$ cat src/rtl/conv_pkg.sv
// Shared definitions for the conv3x3 input path.
//  - calc_n / calc_idx_w : element count of a frame and the matching index width
//  - loader_state_t      : FILL/HOLD encoding of the input loader
//  - elem_offset         : bit offset of element idx in a flat tensor word
package conv_pkg;

  typedef enum logic {
    ST_FILL = 1'b0,
    ST_HOLD = 1'b1
  } loader_state_t;

  function automatic int calc_n(input int b, input int c, input int h, input int w);
    return b * c * h * w;
  endfunction

  // A single-element frame still needs a 1-bit index.
  function automatic int calc_idx_w(input int n);
    return (n > 1) ? $clog2(n) : 1;
  endfunction

  function automatic int elem_offset(input int idx, input int dw);
    return idx * dw;
  endfunction

endpackage

$ cat src/rtl/conv_input_loader_if.sv
// Bundle of the loader's pixel stream, tensor hand-off and status signals.
//  Pixel stream (valid/ready): a beat is in_valid & in_ready at a rising clk edge;
//  in_data/in_last are held by the source while in_valid is high and in_ready is low.
//  Tensor hand-off: input_tensor_flat is stable while tensor_valid is high; the consumer
//  pulses tensor_ack to release it.
//  master : pixel source / tensor consumer side
//  slave  : conv_input_loader side
//  state_dbg exposes the loader FSM state for observation.
interface conv_input_loader_if #(
  parameter int DATA_WIDTH = 32,
  parameter int N          = 16,
  parameter int CNT_WIDTH  = 16
);
  import conv_pkg::*;

  logic [DATA_WIDTH-1:0]   in_data;
  logic                    in_valid;
  logic                    in_last;
  logic                    in_ready;
  logic                    tensor_ack;
  logic [N*DATA_WIDTH-1:0] input_tensor_flat;
  logic                    tensor_valid;
  logic                    frame_err;
  logic [CNT_WIDTH-1:0]    frame_count;
  loader_state_t           state_dbg;

  modport master (
    output in_data, in_valid, in_last, tensor_ack,
    input  in_ready, input_tensor_flat, tensor_valid, frame_err, frame_count, state_dbg
  );

  modport slave (
    input  in_data, in_valid, in_last, tensor_ack,
    output in_ready, input_tensor_flat, tensor_valid, frame_err, frame_count, state_dbg
  );

endinterface

$ cat src/rtl/conv_elem_counter.sv
// Element index counter for the input loader.
//  clk, rst : clock, async active-high reset
//  clr      : return idx to 0 (wins over inc)
//  inc      : advance idx by one
//  idx      : current element index 0..N-1
//  at_last  : idx == N-1
module conv_elem_counter #(
  parameter int N     = 16,
  parameter int IDX_W = 4
) (
  input  logic             clk,
  input  logic             rst,
  input  logic             clr,
  input  logic             inc,
  output logic [IDX_W-1:0] idx,
  output logic             at_last
);

  always_ff @(posedge clk or posedge rst) begin
    if (rst) begin
      idx <= '0;
    end else if (clr) begin
      idx <= '0;
    end else if (inc) begin
      idx <= idx + IDX_W'(1);
    end
  end

  assign at_last = (idx == IDX_W'(N - 1));

endmodule

$ cat src/rtl/conv_input_loader.sv
// Collects a frame of N pixels from a valid/ready stream into a flat tensor word for
// conv3x3, then holds it with tensor_valid high until tensor_ack. A frame whose in_last
// does not coincide with element N-1 is dropped with a one-cycle frame_err pulse.
//  clk, rst : clock, async active-high reset
//  bus      : conv_input_loader_if slave modport (stream, tensor, status)
module conv_input_loader
  import conv_pkg::*;
#(
  parameter int DATA_WIDTH  = 32,
  parameter int BATCH_SIZE  = 1,
  parameter int IN_CHANNELS = 1,
  parameter int IN_HEIGHT   = 4,
  parameter int IN_WIDTH    = 4,
  parameter int CNT_WIDTH   = 16
) (
  input  logic clk,
  input  logic rst,
  conv_input_loader_if.slave bus
);

  localparam int N     = calc_n(BATCH_SIZE, IN_CHANNELS, IN_HEIGHT, IN_WIDTH);
  localparam int IDX_W = calc_idx_w(N);

  loader_state_t           state;
  logic [IDX_W-1:0]        idx;
  logic                    at_last;
  logic                    beat;
  logic                    good_end;
  logic                    mismatch;
  logic                    cnt_inc;
  logic                    cnt_clr;
  logic [N-1:0]            wr_en;
  logic [N*DATA_WIDTH-1:0] tensor_q;
  logic                    tensor_valid_q;
  logic                    frame_err_q;
  logic [CNT_WIDTH-1:0]    frame_count_q;

  // Ready comes from the registered state only, so ack never reaches in_ready in the same cycle.
  assign bus.in_ready = (state == ST_FILL);

  always_comb begin
    beat     = bus.in_valid && (state == ST_FILL);
    good_end = beat && at_last && bus.in_last;
    cnt_inc  = beat && !at_last && !bus.in_last;
    // Any other beat is a length mismatch: last too early, or missing on element N-1.
    mismatch = beat && !cnt_inc && !good_end;
    cnt_clr  = mismatch || ((state == ST_HOLD) && bus.tensor_ack);
  end

  conv_elem_counter #(
    .N     (N),
    .IDX_W (IDX_W)
  ) u_counter (
    .clk     (clk),
    .rst     (rst),
    .clr     (cnt_clr),
    .inc     (cnt_inc),
    .idx     (idx),
    .at_last (at_last)
  );

  // Every beat writes its element, including beats of a frame that later turns out malformed;
  // those elements are never exposed because tensor_valid stays low.
  always_comb begin
    wr_en = '0;
    for (int i = 0; i < N; i++) begin
      wr_en[i] = beat && (idx == IDX_W'(i));
    end
  end

  always_ff @(posedge clk or posedge rst) begin
    if (rst) begin
      tensor_q <= '0;
    end else begin
      for (int i = 0; i < N; i++) begin
        if (wr_en[i]) begin
          tensor_q[elem_offset(i, DATA_WIDTH) +: DATA_WIDTH] <= bus.in_data;
        end
      end
    end
  end

  always_ff @(posedge clk or posedge rst) begin
    if (rst) begin
      state          <= ST_FILL;
      tensor_valid_q <= 1'b0;
      frame_err_q    <= 1'b0;
      frame_count_q  <= '0;
    end else begin
      frame_err_q <= 1'b0;
      case (state)
        ST_FILL: begin
          if (good_end) begin
            state          <= ST_HOLD;
            tensor_valid_q <= 1'b1;
          end else if (mismatch) begin
            frame_err_q <= 1'b1;
          end
        end
        ST_HOLD: begin
          if (bus.tensor_ack) begin
            state          <= ST_FILL;
            tensor_valid_q <= 1'b0;
            frame_count_q  <= frame_count_q + CNT_WIDTH'(1);
          end
        end
        default: state <= ST_FILL;
      endcase
    end
  end

  assign bus.input_tensor_flat = tensor_q;
  assign bus.tensor_valid      = tensor_valid_q;
  assign bus.frame_err         = frame_err_q;
  assign bus.frame_count       = frame_count_q;
  assign bus.state_dbg         = state;

endmodule

$ cat src/flat_wrapper.sv
// flat-port wrapper written by rule: the top's interface ports become plain ports
module conv_input_loader_flat import conv_pkg::*;
#(
  parameter int DATA_WIDTH  = 32,
  parameter int BATCH_SIZE  = 1,
  parameter int IN_CHANNELS = 1,
  parameter int IN_HEIGHT   = 4,
  parameter int IN_WIDTH    = 4,
  parameter int CNT_WIDTH   = 16
)
  (clk, rst, bus_in_data, bus_in_valid, bus_in_last, bus_tensor_ack, bus_in_ready, bus_input_tensor_flat, bus_tensor_valid, bus_frame_err, bus_frame_count, bus_state_dbg);
  conv_input_loader_if #(.DATA_WIDTH(DATA_WIDTH), .N((16)), .CNT_WIDTH(CNT_WIDTH)) bus_i ();
  input  logic clk;
  input  logic rst;
  input wire logic [$bits(bus_i.in_data)-1:0] bus_in_data;
  input wire logic [$bits(bus_i.in_valid)-1:0] bus_in_valid;
  input wire logic [$bits(bus_i.in_last)-1:0] bus_in_last;
  input wire logic [$bits(bus_i.tensor_ack)-1:0] bus_tensor_ack;
  output wire logic [$bits(bus_i.in_ready)-1:0] bus_in_ready;
  output wire logic [$bits(bus_i.input_tensor_flat)-1:0] bus_input_tensor_flat;
  output wire logic [$bits(bus_i.tensor_valid)-1:0] bus_tensor_valid;
  output wire logic [$bits(bus_i.frame_err)-1:0] bus_frame_err;
  output wire logic [$bits(bus_i.frame_count)-1:0] bus_frame_count;
  output wire logic [$bits(bus_i.state_dbg)-1:0] bus_state_dbg;
  assign bus_i.in_data = bus_in_data;
  assign bus_i.in_valid = bus_in_valid;
  assign bus_i.in_last = bus_in_last;
  assign bus_i.tensor_ack = bus_tensor_ack;
  assign bus_in_ready = bus_i.in_ready;
  assign bus_input_tensor_flat = bus_i.input_tensor_flat;
  assign bus_tensor_valid = bus_i.tensor_valid;
  assign bus_frame_err = bus_i.frame_err;
  assign bus_frame_count = bus_i.frame_count;
  assign bus_state_dbg = bus_i.state_dbg;
  conv_input_loader #(.DATA_WIDTH(DATA_WIDTH), .BATCH_SIZE(BATCH_SIZE), .IN_CHANNELS(IN_CHANNELS), .IN_HEIGHT(IN_HEIGHT), .IN_WIDTH(IN_WIDTH), .CNT_WIDTH(CNT_WIDTH)) u_core (.clk(clk), .rst(rst), .bus(bus_i));
endmodule
$ cat config.mk
export PLATFORM = sky130hd
export DESIGN_NAME = conv_input_loader_flat
export DESIGN_NICKNAME = d
export VERILOG_FILES = /design/src/rtl/conv_pkg.sv /design/src/rtl/conv_input_loader_if.sv /design/src/rtl/conv_elem_counter.sv /design/src/rtl/conv_input_loader.sv /design/src/flat_wrapper.sv
export SDC_FILE = /design/constraint.sdc
export NUM_CORES = 1
export LEC_CHECK = 0
export BUFFER_PORTS_ARGS = -buffer_cell sky130_fd_sc_hd__buf_2
export CAP_MARGIN = 20
export CORE_MARGIN = 4
export CORE_UTILIZATION = 40
export DETAILED_ROUTE_END_ITERATION = 16
export GPL_TIMING_DRIVEN = 0
export PLACE_DENSITY = 0.73
export REMOVE_ABC_BUFFERS = 1
export SETUP_SLACK_MARGIN = 0.3
export SKIP_CTS_REPAIR_TIMING = 1
export SLEW_MARGIN = 10
export SYNTH_ARGS = -nofsm -noshare
export SYNTH_HDL_FRONTEND = slang
export SYNTH_SLANG_ARGS = --single-unit
export TNS_END_PERCENT = 5
$ cat constraint.sdc
create_clock -name clk -period 28.1 [get_ports clk]
set_input_delay 5.62 -clock clk [delete_from_list [all_inputs] [get_ports clk]]
set_output_delay 5.62 -clock clk [all_outputs]
set_load 0.01 [all_outputs]
==> impl_results.md <==
* Status: finished, final reports clean
* Area after DPL at 24000 sq um
* Vias per cell at 5.01
* Largest family of logic cells by synthesized area: multiplexers
* Detailed Routing Iterations Pass 1 at 4
* Final hold violations at 0
* Clock latency at the later pin of the worst-skew pair at 580 ps
* Layout cells sized above 1 at 64.4%
* First-pass GRT wire length at 83800 um
* Hold path start: u_core.bus.frame_count[15]
* Flops & latches, synth at 535
* Final number of setup-violating endpoints at 0
* Final #Nets at 1838
* Crit path to: bus_in_ready
* Grt total ovfl at 0
* Relative slew slack at 41.7%
* Fmax at 0.140 GHz
* RSZ-0062 raised after global routing: false
* Synthesis-to-finish area growth at 27.6%
* Distinct cells, synth at 28
* Die Area at 54300 sq um
* Global-route usage over all layers at 20.4%
* Final Critical Period at 7160 ps
* Antenna cells at 0
* Main synth FF type: dfrtp_1
* Starting density of the core at 40.4%
* CP Max Fanout at 10
* Antenna violations before repair at 0
* Pins over their slew limit at 0
* R2r worst-path depth at 5
* Required @ worst endpoint at 22480 ps
* Post-Syn Area at 20200 sq um
* P per Cell Area at 82.6 nW/um^2
* Leak at 0.0139 uW
* Die W at 233 um
* Fin area at 25800 sq um
* CTS tree: built
* Bufs on Longest Clock Path at 3
* CTS root buf: clkbuf_16
* Max Cap Viol at 0
* Port bufs at 568
* Total Neg Setup Slack at 0 ps
* Synth Area in Compound Gates at 0.0742%
* Crit share post-route at 25.5%
* Commonest non-fill, non-tap cell in the layout: buf_2
* Sink Count at 535
* Hpwl dp at 40200 um
* Antenna-violating nets left at 0
* Vias at 12600
* H-tree depth at 2
* Synth Area in Simple Gates at 1.81%
* Peak supply drop at 0.0538 mV
* Delay of the slowest critical-path stage at 580 ps
* Slowest CP cell: dfrtp_1
* Worst R2R End: u_core.bus.input_tensor_flat[285]
* CP Depth at 2
* Worst Path Arrival at 1540 ps
* Seq/Total Area, Yosys at 66.1%
* Post-Syn Instances at 1231
* Synth Area in XOR/XNOR at 0.822%
* Largest net degree at the start of global routing at 129
* Critical Path Start Type: flop
* Most frequent cells in the layout: 568 x buf_2, 535 x dfrtp_1, 486 x mux2_2
* Die height at 233 um
* Rows at 82
* Critical path buffers and inverters at 2
* Async SR Flop Fraction at 100%
* Post-synthesis adder-cell area fraction at 0.309%
* Yosys top cell area share at 66.1%
* WS Path Type: reg2out
* Ports at 569
* Cts bufs inserted at 54
* Final WL at 57300 um
* Post-synthesis mux area share at 28.5%
* Leading area contributor after synthesis: dfrtp_1
* Least-Margin Pin Slew at 873 ps
* Crit-path cells: inv_1 -> buf_2
* Initial DRC count at 522
* Wirelength per Cell at 22.9 um
* Avg Cell Area, Syn at 16.4 sq um
* Vias in the first global route at 13200
* GPL Wtd Cong at 0.771
* Core area at 50100 sq um
* Critical path launch point: u_core.bus.state_dbg
* Number of synthesized flops with an enable pin at 0
* Kind of cell adding the most delay to the critical path: flip-flops
* CTS clk-pin slew, worst paths at 60 ps
* Util after Layout at 51.6%
* Reg2Reg Setup Slack at 25510 ps
* Worst clock skew at 21.0 ps
* Synth warn at 0
* Area contributors post-synth: dfrtp_1 66%, mux2_2 27%, mux2_1 1.5%
* Critical path capture point type: output pin
* Worst reg2reg path startpoint: u_core.bus.state_dbg
* DRC violations left at 0
* Hold WC Path Type: reg2reg
-- through the flow --
stage                     hold WS, ps  instances  setup slack [ps]  total power [uW]
final                             477       2507             20940              2130
after global placement            464       2388              2920              1400
after CTS                         477       2507             20880              2160
after detailed placement          462       2412             20390              1420
after floorplan                   507       1148              7530              1190
after global routing              505       2507             20830              2230
-- worst reg2reg max path, delay by kind of cell (launching register included) --
kind / cells / cell delay, ps
simple gates: 3 / 1270
flops: 1 / 520
buf+inv: 1 / 360
mux: 1 / 320
-- synth_stat cells, drive strengths merged (5+ instances only) --
cell type,instances
ha,5
xor2,5
clkbuf,32
nand2,26
buf,51
dfrtp,535
xnor2,14
inv,5
mux2,513
nand3,12
nor2,18
-- cell type report --
class | count | area [sq um]
tap | 672 | 841
sequential | 535 | 13400
clock inverter | 12 | 171
timing repair buffer | 592 | 3290
fill | 4189 | 24200
multi-input combinational | 608 | 6460
inverter | 5 | 26.3
clock buffer | 83 | 1650
-- per-layer routing --
| layer | wire, um | global-route usage (%) | vias to the layer above |
|---|---|---|---|
| met5 | 0 | 0 | - |
| met4 | 1700 | 7.42 | 0 |
| met3 | 4680 | 5.71 | 107 |
| met2 | 28700 | 34.5 | 460 |
| met1 | 22200 | 24.9 | 6565 |
| li1 | - | - | 5425 |
-- worst min path at each step --
stage	cells after the start	slack (ps)	endpoint
3_3_place_gp	1	460	u_core.bus.input_tensor_flat[234]
2_1_floorplan	1	510	u_core.bus.frame_count[15]
3_5_place_dp	2	460	u_core.bus.tensor_valid
6_report	1	480	u_core.bus.frame_count[15]
4_1_cts	2	480	u_core.bus.tensor_valid
5_1_grt	1	510	u_core.bus.frame_count[4]
-- power breakdown --
part	switching [uW]	internal, uW	total (uW)	leakage, uW
clock	291	439	730	0.000902
combinational	228	199	427	0.00594
sequential	69.2	906	975	0.00710
-- sequential cells by signal, indices dropped and copies added (netlist names) --
signal,flops
u_core.bus.frame_err,1
u_core.u_counter.idx,4
u_core.bus.input_tensor_flat,512
u_core.bus.state_dbg,1
u_core.bus.frame_count,16
u_core.bus.tensor_valid,1
-- cells by family after synthesis --
logic type / after synthesis
simple gates: 68
xor+xnor: 19
buf+inv: 88
flops: 535
compound gates: 3
fa+ha+maj: 5
mux: 513
Power figures use the tool's default switching activity.
